==> src/rtl/alu_pkg.sv <==
// Shared ALU op codes, tag width helper and reservation-station entry types.
package alu_pkg;

    localparam logic [3:0] ADD = 4'b0010;
    localparam logic [3:0] SUB = 4'b0110;
    localparam logic [3:0] AND = 4'b0000;
    localparam logic [3:0] XOR = 4'b1000;
    localparam logic [3:0] SRA = 4'b1001;

    localparam int RS_WORD_W = 32;
    localparam int RS_OP_W   = 4;
    localparam int RS_P_REGS = 64;

    function automatic int tag_w(input int n);
        return $clog2(n);
    endfunction

    localparam int TAG_W = tag_w(RS_P_REGS);

    typedef struct packed {
        logic [TAG_W-1:0]     tag;
        logic                 rdy;
        logic [RS_WORD_W-1:0] val;
    } rs_src_t;

    typedef struct packed {
        logic               valid;
        logic [RS_OP_W-1:0] op;
        rs_src_t            src0;
        rs_src_t            src1;
        logic [TAG_W-1:0]   dest;
    } rs_entry_t;

endpackage

==> src/rtl/rs_select.sv <==
// Combinational issue picker: lowest eligible index, or oldest eligible
// entry when ALU_RS_OLDEST_FIRST_EN is defined.
module rs_select #(
    parameter int N = 4
`ifdef ALU_RS_OLDEST_FIRST_EN
    ,
    parameter int AW = 3
`endif
) (
    input  logic [N-1:0]    elig,
`ifdef ALU_RS_OLDEST_FIRST_EN
    input  logic [N*AW-1:0] age,
`endif
    output logic [N-1:0]    grant,
    output logic            found
);

`ifdef ALU_RS_OLDEST_FIRST_EN
    logic [AW-1:0] best;

    // Strict greater-than keeps the lower index on equal age.
    always_comb begin
        grant = '0;
        found = 1'b0;
        best  = '0;
        for (int i = 0; i < N; i++) begin
            if (elig[i] && (!found || age[i*AW +: AW] > best)) begin
                grant    = '0;
                grant[i] = 1'b1;
                found    = 1'b1;
                best     = age[i*AW +: AW];
            end
        end
    end
`else
    always_comb begin
        grant = '0;
        found = 1'b0;
        for (int i = 0; i < N; i++) begin
            if (elig[i] && !found) begin
                grant[i] = 1'b1;
                found    = 1'b1;
            end
        end
    end
`endif

endmodule

==> src/rtl/alu_rs.sv <==
// ALU reservation station: dispatch buffering, CDB wakeup, registered issue.
// Build option ALU_RS_OLDEST_FIRST_EN selects oldest-first issue order.
module alu_rs #(
    parameter int WORD_SIZE   = 32,
    parameter int NUM_P_REGS  = 64,
    parameter int ALU_OP_SIZE = 4,
    parameter int NUM_ENTRIES = 4
) (
    input  logic                          clk_i,
    input  logic                          rst_i,
    input  logic                          flush_i,
    input  logic                          disp_valid_i,
    output logic                          disp_ready_o,
    input  logic [ALU_OP_SIZE-1:0]        disp_op_i,
    input  logic [$clog2(NUM_P_REGS)-1:0] disp_src0_tag_i,
    input  logic                          disp_src0_rdy_i,
    input  logic [WORD_SIZE-1:0]          disp_src0_val_i,
    input  logic [$clog2(NUM_P_REGS)-1:0] disp_src1_tag_i,
    input  logic                          disp_src1_rdy_i,
    input  logic [WORD_SIZE-1:0]          disp_src1_val_i,
    input  logic [$clog2(NUM_P_REGS)-1:0] disp_dest_tag_i,
    input  logic                          cdb_valid_i,
    input  logic [$clog2(NUM_P_REGS)-1:0] cdb_tag_i,
    input  logic [WORD_SIZE-1:0]          cdb_data_i,
    output logic                          issue_valid_o,
    output logic [ALU_OP_SIZE-1:0]        alu_op_o,
    output logic [WORD_SIZE-1:0]          alu_data0_o,
    output logic [WORD_SIZE-1:0]          alu_data1_o,
    output logic [$clog2(NUM_P_REGS)-1:0] issue_dest_o,
    output logic [$clog2(NUM_ENTRIES):0]  occupancy_o
);
    import alu_pkg::*;

    localparam int TW = $clog2(NUM_P_REGS);
    localparam int IW = $clog2(NUM_ENTRIES);
    localparam int OW = IW + 1;

    rs_entry_t ents [NUM_ENTRIES];
    logic [OW-1:0] occ;

    logic [NUM_ENTRIES-1:0] elig;
    logic [NUM_ENTRIES-1:0] grant;
    logic                   found;
    logic [IW-1:0]          free_idx;
    logic                   accept;
    rs_entry_t              newe;
    rs_src_t                s0_in;
    rs_src_t                s1_in;

    logic [ALU_OP_SIZE-1:0] sel_op;
    logic [WORD_SIZE-1:0]   sel_d0;
    logic [WORD_SIZE-1:0]   sel_d1;
    logic [TW-1:0]          sel_dest;

    assign disp_ready_o = (occ != OW'(NUM_ENTRIES));
    assign accept       = disp_valid_i && disp_ready_o;
    assign occupancy_o  = occ;

    function automatic rs_src_t wake(input rs_src_t s);
        rs_src_t r;
        r = s;
        if (cdb_valid_i && !s.rdy && s.tag == cdb_tag_i) begin
            r.rdy = 1'b1;
            r.val = cdb_data_i;
        end
        return r;
    endfunction

    always_comb begin
        for (int i = 0; i < NUM_ENTRIES; i++) begin
            elig[i] = ents[i].valid && ents[i].src0.rdy
                      && ents[i].src1.rdy;
        end
    end

    // Scan downward so the lowest free index wins.
    always_comb begin
        free_idx = '0;
        for (int i = NUM_ENTRIES - 1; i >= 0; i--) begin
            if (!ents[i].valid) free_idx = IW'(i);
        end
    end

    assign s0_in = '{tag: disp_src0_tag_i,
                     rdy: disp_src0_rdy_i,
                     val: disp_src0_val_i};
    assign s1_in = '{tag: disp_src1_tag_i,
                     rdy: disp_src1_rdy_i,
                     val: disp_src1_val_i};

    always_comb begin
        newe       = '0;
        newe.valid = 1'b1;
        newe.op    = disp_op_i;
        newe.src0  = wake(s0_in);
        newe.src1  = wake(s1_in);
        newe.dest  = disp_dest_tag_i;
    end

    always_comb begin
        sel_op   = '0;
        sel_d0   = '0;
        sel_d1   = '0;
        sel_dest = '0;
        for (int i = 0; i < NUM_ENTRIES; i++) begin
            if (grant[i]) begin
                sel_op   = ents[i].op;
                sel_d0   = ents[i].src0.val;
                sel_d1   = ents[i].src1.val;
                sel_dest = ents[i].dest;
            end
        end
    end

`ifdef ALU_RS_OLDEST_FIRST_EN
    logic [OW-1:0]             seq;
    logic [OW-1:0]             stamp [NUM_ENTRIES];
    logic [NUM_ENTRIES*OW-1:0] age;

    // Modular distance from the counter: larger means older.
    always_comb begin
        for (int i = 0; i < NUM_ENTRIES; i++) begin
            age[i*OW +: OW] = seq - stamp[i];
        end
    end

    rs_select #(
        .N  (NUM_ENTRIES),
        .AW (OW)
    ) u_select (
        .elig  (elig),
        .age   (age),
        .grant (grant),
        .found (found)
    );

    always_ff @(posedge clk_i) begin
        if (rst_i || flush_i) begin
            seq <= '0;
            for (int i = 0; i < NUM_ENTRIES; i++) stamp[i] <= '0;
        end else if (accept) begin
            stamp[free_idx] <= seq;
            seq             <= seq + 1'b1;
        end
    end
`else
    rs_select #(
        .N (NUM_ENTRIES)
    ) u_select (
        .elig  (elig),
        .grant (grant),
        .found (found)
    );
`endif

    always_ff @(posedge clk_i) begin
        if (rst_i) begin
            for (int i = 0; i < NUM_ENTRIES; i++) ents[i] <= '0;
            occ           <= '0;
            issue_valid_o <= 1'b0;
            alu_op_o      <= '0;
            alu_data0_o   <= '0;
            alu_data1_o   <= '0;
            issue_dest_o  <= '0;
        end else if (flush_i) begin
            for (int i = 0; i < NUM_ENTRIES; i++) ents[i].valid <= 1'b0;
            occ           <= '0;
            issue_valid_o <= 1'b0;
        end else begin
            for (int i = 0; i < NUM_ENTRIES; i++) begin
                if (ents[i].valid) begin
                    ents[i].src0 <= wake(ents[i].src0);
                    ents[i].src1 <= wake(ents[i].src1);
                end
                if (grant[i]) ents[i].valid <= 1'b0;
            end
            if (accept) ents[free_idx] <= newe;
            issue_valid_o <= found;
            if (found) begin
                alu_op_o     <= sel_op;
                alu_data0_o  <= sel_d0;
                alu_data1_o  <= sel_d1;
                issue_dest_o <= sel_dest;
            end
            occ <= occ + OW'(accept) - OW'(found);
        end
    end

endmodule

==> config.mk <==
export PLATFORM = sky130hd
export DESIGN_NAME = alu_rs
export DESIGN_NICKNAME = d
export VERILOG_FILES = /design/src/rtl/alu_pkg.sv /design/src/rtl/rs_select.sv /design/src/rtl/alu_rs.sv
export SDC_FILE = /design/constraint.sdc
export NUM_CORES = 1
export LEC_CHECK = 0
export CORE_ASPECT_RATIO = 0.6
export CORE_MARGIN = 2
export CORE_UTILIZATION = 43
export DETAILED_ROUTE_END_ITERATION = 6
export GPL_ROUTABILITY_DRIVEN = 0
export GPL_TIMING_DRIVEN = 0
export PLACE_DENSITY_LB_ADDON = 0.15
export SLEW_MARGIN = 20
export SYNTH_ARGS = -nofsm -noshare
export SYNTH_HDL_FRONTEND = slang
export SYNTH_HIERARCHICAL = 1
export SYNTH_SLANG_ARGS = --single-unit
==> constraint.sdc <==
create_clock -name clk_i -period 5.3 [get_ports clk_i]
set_input_delay 1.06 -clock clk_i [delete_from_list [all_inputs] [get_ports clk_i]]
set_output_delay 1.06 -clock clk_i [all_outputs]
set_load 0.03 [all_outputs]
==> run summary, run 1 <==
Clock buffer count from CTS = 43
Final setup viols = 0
Detailed-route via count = 16100
Post-Synth XOR/XNOR Area = 2.66%
Share of layout cells above drive strength 1 = 8.82%
Final total power = 0.00752 W
Footprint of the multi-input gates = 7240 um^2
Final min period = 3.90 ns
Logic gate share of total power = 7.9%
CTS tree = built
Int Pwr = 0.00574 W
Area share of and/or/nand/nor cells after synthesis = 14.0%
Depth of the CTS H-tree = 2
Max_cap viols = 0
Biggest area consumer among synthesized cells = edfxtp_1
Lkg Pwr = 8.65 nW
CP Capture Type = flip-flop
Initial antenna violation count = 5
Worst hold path type = flip-flop to flip-flop
RSZ-0062 raised after global routing = no
Hold Slack = 0.490 ns
Die area = 49300 um^2
Sink Count = 434
Vias in the first global route = 15200
Skew-Pair Late Insertion Delay = 0.56 ns
Slew @ Worst Pin = 1.15 ns
Yosys cell types = 57
Num rows = 61
Total core area = 46600 um^2
Post CTS Setup Buffer Count = 0
Post-synth EDFFs = 352
Largest net degree at the start of global routing = 34
Post-synth top cells = edfxtp_1 (352), a22o_1 (192), nor3_1 (158), clkbuf_1 (93), nor2_1 (83)
Fillers = 4061
Initial drt markers = 2034
Storage element area = 12200 um^2
CTS root buf = clkbuf_16
GRT Total Usage = 27.8%
Worst R2R Setup Slack = 1.40 ns
Clock power frac = 40.1%
Hold Fails Final Rpt = 0
Post-synthesis cell count = 1705
Final worst slack = 1.40 ns
Remaining global-route overflow = 0
Largest family of logic cells by synthesized area = compound AO/OA/AOI/OAI gates
Placed Area = 23100 um^2
Switch Pwr = 0.00178 W
YS warnings = 6
Seq/Total Area, Yosys = 59.8%
Cts repair resizes = 0
Switching Fraction = 23.7%
Starting density of the core = 43.8%
#FFs+latches synth = 434
Period utilisation layout = 73.6%
Drt drc = 0
Drt total wl = 70.1 mm
Adder-cell share of the synthesized area = 0.220%
Sequential fraction of design power = 52.0%
Mapped Area = 20400 um^2
Status = completed
First-pass GRT wire length = 102 mm
Top-area cell type share of the netlist area = 51.7%
Worst Setup Path Type = flip-flop to flip-flop
Post-Syn Nets = 1839
Crit start category = flip-flop
Routed len/inst = 27.0 um
Layout overhead on the synthesized area = 19.9%
Pre-antenna DRT Iters = 5
Die W = 285 um
CP required = 5.71 ns
Max_slew headroom = 23.1%
Mux share of post-synthesis cell area = 0%
Fin cells = 2596
DP Worst Slack = 0.959 ns
Most instantiated library cell after synthesis = edfxtp_1
I/O pins = 210
Cts hold-fix bufs = 0
Synth area leaders = edfxtp_1 (52%), a22o_1 (8.2%), dfxtp_1 (8.0%)
Arrival @ worst endpoint = 4.31 ns
Mapped Avg Cell Area = 12.0 um^2
Via density per instance = 6.19
Crit path max fanout = 10
Routed Antenna Nets = 0
DP Wirelength = 50.2 mm
Port Buffers = 170
Final Skew = 0.0174 ns
Post-synth ARST share = 0%
Placed Cells = 2512
F_max = 0.256 GHz
VDD IR-drop max = 0.000197 V
Synth Flop Type = edfxtp_1
Fin. max-slew vios = 0
Post-synthesis compound-gate area fraction = 18.4%
Power density cells = 307 nW/um^2
Design Area, Final = 24500 um^2
Nets = 2061
Clock Pin Slew Worst Setup and Hold Paths = 0.07 ns
Die Y = 173 um
Clock tree buffer depth = 3
[path summary, 6_finish.rpt]
kind / startpoint / endpoint / cells past startpoint
worst max-delay path: ents[0][77] / issue_dest_o[3] / 8
worst min-delay path: alu_data0_o[24] / alu_data0_o[24] / 2
worst max register to register: ents[0][77] / issue_dest_o[3] / 8
worst min register to register: alu_data0_o[24] / alu_data0_o[24] / 2
[flip-flops by register name (all words and copies together) (netlist names)]
register,cells
alu_data0_o,32
alu_data1_o,32
alu_op_o,4
ents,356
issue_dest_o,6
issue_valid_o,1
occupancy_o,3
[metrics by stage]
step	TNS (ns)	utilization (%)
floorplan	0	-
global placement	-141.87	49.2
detailed placement	0	49.6
CTS	0	52.5
global route	0	52.5
finish	0	52.5
[power groups by stage]
stage                     logic [W]  clock network (W)  registers [W]
final                      0.000592            0.00302        0.00391
after global routing       0.000625            0.00315        0.00392
after CTS                  0.000583            0.00302        0.00391
after detailed placement   0.000581                  0        0.00398
after global placement     0.000550                  0        0.00398
after floorplan            0.000277                  0        0.00398
[critical path: stages, from the launching register on]
cell,delay (ns)
edfxtp_1,0.45
and3_1,0.27
nor3b_1,0.80
clkbuf_1,0.57
clkbuf_1,0.63
nor2b_1,0.21
nor3_1,0.06
a211oi_1,0.66
nor3_1,0.11
[logic make-up after synthesis]
kind of cell | after synthesis
buf+inv | 204
fa+ha+maj | 3
flops | 434
xor+xnor | 62
compound gates | 468
simple gates | 534
[per-layer routing]
| layer | GRT usage (%) | wire length [um] |
|---|---|---|
| met1 | 42.1 | 31100 |
| met2 | 39.9 | 29900 |
| met3 | 6.81 | 7600 |
| met4 | 6.83 | 1450 |
| met5 | 0 | 12 |
[placed cells by master, fill, tap and decap left out, types with 48 or more instances in the layout]
cell type / instances
edfxtp_1: 352
a22o_1: 192
clkdlybuf4s50_1: 170
nor3_1: 158
clkbuf_1: 102
nor2_1: 83
dfxtp_1: 82
nor2b_1: 79
a221oi_1: 73
a211oi_1: 73
and2_1: 71
o21ai_1: 48
[layout make-up]
cell class,count,area share [%]
antenna,5,0.0511
buffer,195,4.06
clock buffer,64,5.21
clock inverter,15,0.306
inverter,9,0.138
multi-input combinational,1067,29.5
sequential,434,49.8
tap,630,3.22
timing repair buffer,177,7.64
Power figures use the tool's default switching activity.
==> inputs of run 2 (changes only) <==
- clock period: 5.3 -> 3.96 ns (I/O delays scaled with it)
==> run 2 against run 1 <==
Effect of this change: hold slack got worse by 0.0014 ns; utilization increased by 0.21 points; clock skew increased by 0.00054 ns; first-iteration DRC count increased by 2.4%; cell area increased by 0.40%; sequential share of layout area decreased by 0.20 points; critical path type unchanged; total power increased by 38%; combinational power increased by 33%; highest routed layer unchanged; cell count unchanged.
==> run summary, run 2 (same netlist as run 1, synthesis figures left out) <==
Depth of the CTS H-tree = 2 (unchanged)
Period utilisation layout = 95.7% (+22 points)
Final worst slack = 0.171 ns (-1.23 ns)
Max_cap viols = 0 (unchanged)
DP Worst Slack = -0.0997 ns (-1.06 ns)
CP Capture Type = flip-flop
DP Wirelength = 49.7 mm (-1.1%)
Skew-Pair Late Insertion Delay = 0.57 ns (about the same)
First-pass GRT wire length = 103 mm (+0.71%)
Initial antenna violation count = 4 (-1)
Commonest non-fill, non-tap cell in the layout = edfxtp_1
Crit path to = issue_dest_o[4]
CP required = 4.44 ns (-1.27 ns)
Most frequent cells in the layout = edfxtp_1 (352), a22o_1 (192), clkdlybuf4s50_1 (170)
Worst hold path type = flip-flop to flip-flop
Worst-path cell chain = and3_1 > nor3b_1 > clkbuf_1 > clkbuf_1 > a221oi_1 > nor3_1 > a211oi_1 > nor3_1
Status = completed
Post CTS Setup Buffer Count = 0 (unchanged)
Crit path max fanout = 10 (unchanged)
Placed Area = 23100 um^2 (-0.16%)
Hold Fails Final Rpt = 0 (unchanged)
R2r endpoint = issue_dest_o[4]
Die W = 285 um (unchanged)
Num rows = 61 (unchanged)
Crit start category = flip-flop
Footprint of the multi-input gates = 7240 um^2 (about the same)
Die Y = 173 um (unchanged)
Number of flip-flops in the largest register = 356 (unchanged)
Worst Setup Path Type = flip-flop to flip-flop
Reg2reg path depth = 8 (unchanged)
Drt drc = 0 (unchanged)
Starting density of the core = 43.8% (unchanged)
Clock Pin Slew Worst Setup and Hold Paths = 0.07 ns (about the same)
Layout overhead on the synthesized area = 20.4%
Remaining global-route overflow = 0 (unchanged)
Fillers = 3973 (-2.2%)
Die area = 49300 um^2 (unchanged)
Arrival @ worst endpoint = 4.27 ns (-0.04 ns)
Port Buffers = 170 (unchanged)
Slowest CP cell = nor3b_1
Routed len/inst = 27.1 um (+0.19%)
Fin cells = 2596 (unchanged)
Largest Register = ents
Final Skew = 0.0179 ns (+0.000539 ns)
Sink Count = 434 (unchanged)
Largest net degree at the start of global routing = 34 (unchanged)
CTS root buf = clkbuf_16
CP max stage delay = 0.68 ns (-0.12 ns)
Fin. max-slew vios = 0 (unchanged)
Vias in the first global route = 15500 (+1.8%)
Design Area, Final = 24600 um^2 (+0.40%)
Slew @ Worst Pin = 1.17 ns (+0.0184 ns)
Drt total wl = 70.3 mm (+0.19%)
Storage element area = 12200 um^2 (unchanged)
Final min period = 3.79 ns (-0.114 ns)
Routed Antenna Nets = 0 (unchanged)
Total core area = 46600 um^2 (unchanged)
F_max = 0.264 GHz (+3.0%)
CP startpoint = ents[0][77]
Lkg Pwr = 8.70 nW (+0.49%)
Setup tns final = 0 ns (unchanged)
Share of layout cells above drive strength 1 = 8.91% (+0.093 points)
I/O pins = 210 (unchanged)
Final setup viols = 0 (unchanged)
Max_slew headroom = 22.0% (-1.1 points)
Clock tree buffer depth = 3 (unchanged)
RSZ-0062 raised after global routing = no
Detailed-route via count = 16100 (+0.10%)
Placed Cells = 2511 (-0.040%)
GRT Total Usage = 28.0% (+0.17 points)
Pre-antenna DRT Iters = 6 (+1)
Initial drt markers = 2082 (+2.4%)
Reg-to-reg startpoint = ents[0][77]
Largest regs = ents x356, alu_data0_o x32, alu_data1_o x32
Nets = 2061 (unchanged)
Clock buffer count from CTS = 44 (+2.3%)
Power density cells = 422 nW/um^2 (+38%)
CTS tree = built
Worst R2R Setup Slack = 0.17 ns (-1.23 ns)
Via density per instance = 6.19 (about the same)
VDD IR-drop max = 0.000320 V (+62%)
## run 2: stage by stage
step | hold slack, ns | utilization (%) | power (W)
2_1_floorplan | 0.545 | - | 0.00570
3_3_place_gp | 0.478 | 49.2 | 0.00606
3_5_place_dp | 0.480 | 49.5 | 0.00610
4_1_cts | 0.492 | 52.7 | 0.0104
5_1_grt | 0.501 | 52.8 | 0.0106
6_report | 0.489 | 52.8 | 0.0104
## run 2: worst min-delay path by stage
stage | end | startpoint | depth (start not counted)
final | issue_dest_o[2] | issue_dest_o[2] | 2
after global routing | issue_dest_o[2] | issue_dest_o[2] | 2
after CTS | issue_dest_o[2] | issue_dest_o[2] | 2
after detailed placement | issue_dest_o[2] | issue_dest_o[2] | 2
after global placement | alu_data1_o[11] | alu_data1_o[11] | 2
after floorplan | alu_data1_o[10] | ents[3][16] | 2
## run 2: critical path, delay by kind of cell, from the launching register on
kind | cells | cell delay (ns)
AOI/OAI and AO/OA | 2 | 0.25
buffers and inverters | 2 | 1.26
DFF | 1 | 0.43
and+or+nand+nor | 4 | 1.72
## run 2: metal layers
layer | vias up | global-route usage (%) | part of all wire (%)
li1 | 7001 | - | -
met1 | 7963 | 43.2 | 45
met2 | 996 | 40.1 | 42
met3 | 116 | 5.47 | 11
met4 | 2 | 6.92 | 2.3
met5 | - | 0 | 0.019
## run 2: what timing repair did
item	4_1_cts	5_1_grt
gates resized for setup	0	1
hold buffers	0	0
endpoints found under the setup margin	0	1
hold endpoints to repair	0	0
## run 2: power breakdown
group / internal [W] / switching [W]
clock network: 0.00254 / 0.00184
logic: 0.000279 / 0.000511
registers: 0.00516 / 0.0000709
## run 2: final cells by class
cell class / count / area share, %
diodes: 3 / 0.0305
plain buffers: 195 / 4.04
clock buffers: 64 / 5.11
clock inverters: 18 / 0.900
inverters: 9 / 0.137
multi-input cells: 1067 / 29.4
flip-flops and latches: 434 / 49.6
well taps: 630 / 3.20
repair buffers: 176 / 7.50
==> inputs of run 3 (changes only) <==
- CTS_BUF_LIST: not set -> sky130_fd_sc_hd__clkbuf_8
==> run 3 against run 2 <==
Effect of this change: hold slack barely moved; sequential share of layout area rose by 0.38 points; clock-buffer cell count rose by 15; first-iteration DRC count fell by 1.1%; combinational power barely moved; sequential cell count did not move; sequential power barely moved; largest cell class unchanged; via count rose by 0.70%; fmax fell by 1.7%; largest power group unchanged.
==> run summary, run 3 (same netlist as run 1, synthesis figures left out) <==
Status = completed
Crit start category = flip-flop
Clock tree buffer depth = 3 (unchanged)
Nets = 2086 (+1.2%)
CTS tree = built
Hold Path Sink = issue_dest_o[2]
Largest Register = ents
Initial antenna violation count = 4 (unchanged)
Power density cells = 399 nW/um^2 (-5.5%)
Crit path max fanout = 10 (unchanged)
Final setup viols = 0 (unchanged)
Final Skew = 0.0293 ns (+0.0114 ns)
Routed Antenna Nets = 0 (unchanged)
Routed len/inst = 26.8 um (-1.1%)
Slew @ Worst Pin = 1.16 ns (-0.0101 ns)
Hold depth = 2 (unchanged)
Max_slew headroom = 22.7% (+0.67 points)
Total core area = 46600 um^2 (unchanged)
Depth of the CTS H-tree = 3 (+1)
Clock buffer count from CTS = 69 (+57%)
Final core utilization = 52.4% (-0.40 points)
Worst hold path type = flip-flop to flip-flop
Largest net degree at the start of global routing = 34 (unchanged)
RSZ-0062 raised after global routing = no
Pre-antenna DRT Iters = 5 (-1)
Starting density of the core = 43.8% (unchanged)
Layout overhead on the synthesized area = 19.5%
First-pass GRT wire length = 103 mm (+0.74%)
Die W = 285 um (unchanged)
R2r endpoint = issue_dest_o[4]
Drt drc = 0 (unchanged)
Vias in the first global route = 15700 (+1.6%)
GRT Total Usage = 28.3% (+0.31 points)
Largest regs = ents x356, alu_data0_o x32, alu_data1_o x32
Reg-to-reg startpoint = ents[0][77]
Worst R2R Setup Slack = 0.11 ns (-0.06 ns)
Max_cap viols = 0 (unchanged)
CTS root buf = clkbuf_8
Fin cells = 2639 (+1.7%)
F_max = 0.260 GHz (-1.7%)
Num rows = 61 (unchanged)
Hold path startpoint = issue_dest_o[2]
CP startpoint = ents[0][77]
Clock Pin Slew Worst Setup and Hold Paths = 0.07 ns (about the same)
DP Wirelength = 49.7 mm (unchanged)
Sink Count = 434 (unchanged)
Reg2reg path depth = 8 (unchanged)
Skew-Pair Late Insertion Delay = 0.63 ns (+0.06 ns)
VDD IR-drop max = 0.000191 V (-40%)
Worst Setup Path Type = flip-flop to flip-flop
CP required = 4.50 ns (+0.06 ns)
Lkg Pwr = 8.76 nW (+0.69%)
Hold Fails Final Rpt = 0 (unchanged)
Drt total wl = 70.6 mm (+0.54%)
Number of flip-flops in the largest register = 356 (unchanged)
Commonest non-fill, non-tap cell in the layout = edfxtp_1
Period utilisation layout = 97.3% (+1.6 points)
I/O pins = 210 (unchanged)
Remaining global-route overflow = 0 (unchanged)
Most frequent cells in the layout = edfxtp_1 (352), a22o_1 (192), clkdlybuf4s50_1 (170)
Final min period = 3.85 ns (+0.0644 ns)
Die Y = 173 um (unchanged)
Placed Cells = 2511 (unchanged)
Die area = 49300 um^2 (unchanged)
Share of layout cells above drive strength 1 = 9.67% (+0.76 points)
Arrival @ worst endpoint = 4.39 ns (+0.12 ns)
Via density per instance = 6.13 (-0.94%)
Detailed-route via count = 16200 (+0.70%)
Port Buffers = 170 (unchanged)
Initial drt markers = 2060 (-1.1%)
CP Capture Type = flip-flop
Fin. max-slew vios = 0 (unchanged)
## run 3: cell count changes in the layout (fill, tap and decap cells not counted), sizes merged
cell	before	now
clkbuf	157	172
inv	11	41
clkinv	10	13
bufinv	5	1
clkinvlp	1	0
## run 3: metal layers
metal  GRT usage [%]  share of wire [%]
met5               0              0.018
met4            7.85                2.4
met3            6.40                 11
met2            39.9                 42
met1            43.3                 44
## run 3: where the power goes
part | total, W | switching [W] | internal (W)
Sequential | 0.00523 | 0.0000713 | 0.00516
Combinational | 0.000790 | 0.000511 | 0.000279
Clock | 0.00372 | 0.00184 | 0.00188
## run 3: repair_timing
item	4_1_cts	5_1_grt
gates resized for setup	0	1
endpoints found under the setup margin	0	1
buffers inserted	0	0
hold buffers	0	0
## run 3: worst max path at each step
stage	end	slack [ns]	cells after the start
after CTS	issue_dest_o[3]	0.26	8
after floorplan	ents[2][45]	0.27	7
final	issue_dest_o[4]	0.11	8
after detailed placement	ents[1][53]	-0.1	6
after global routing	issue_dest_o[3]	0.08	8
after global placement	ents[2][49]	-1.77	7
## run 3: cell type report
class                           count  area (um^2)
Fill cell                        4017        22200
Sequential cell                   434        12200
Multi-Input combinational cell   1067         7240
Timing Repair Buffer              176         1840
Clock buffer                       79         1090
Buffer                            195          993
Tap cell                          630          788
Clock inverter                     46          205
Inverter                            9         33.8
Antenna cell                        3         7.51
## run 3: stage by stage
| step | total power, W | hold slack, ns | worst slack, ns | instance area (um^2) | setup TNS, ns |
|---|---|---|---|---|---|
| after CTS | 0.00975 | 0.492 | 0.260 | 24400 | 0 |
| after global placement | 0.00606 | 0.478 | -1.77 | 22900 | -165.92 |
| after floorplan | 0.00570 | 0.545 | 0.269 | 20400 | 0 |
| after detailed placement | 0.00610 | 0.480 | -0.0997 | 23100 | -4.07 |
| after global routing | 0.0100 | 0.501 | 0.0816 | 24400 | 0 |
| final | 0.00975 | 0.489 | 0.107 | 24400 | 0 |
## run 3: worst max-delay path, cell delays in order, from the launching register on
cell      delay [ns]
edfxtp_1        0.44
and3_1          0.26
nor3b_1         0.74
clkbuf_1        0.61
clkbuf_1        0.63
a221oi_1        0.11
nor3_1          0.64
a211oi_1        0.13
nor3_1          0.19
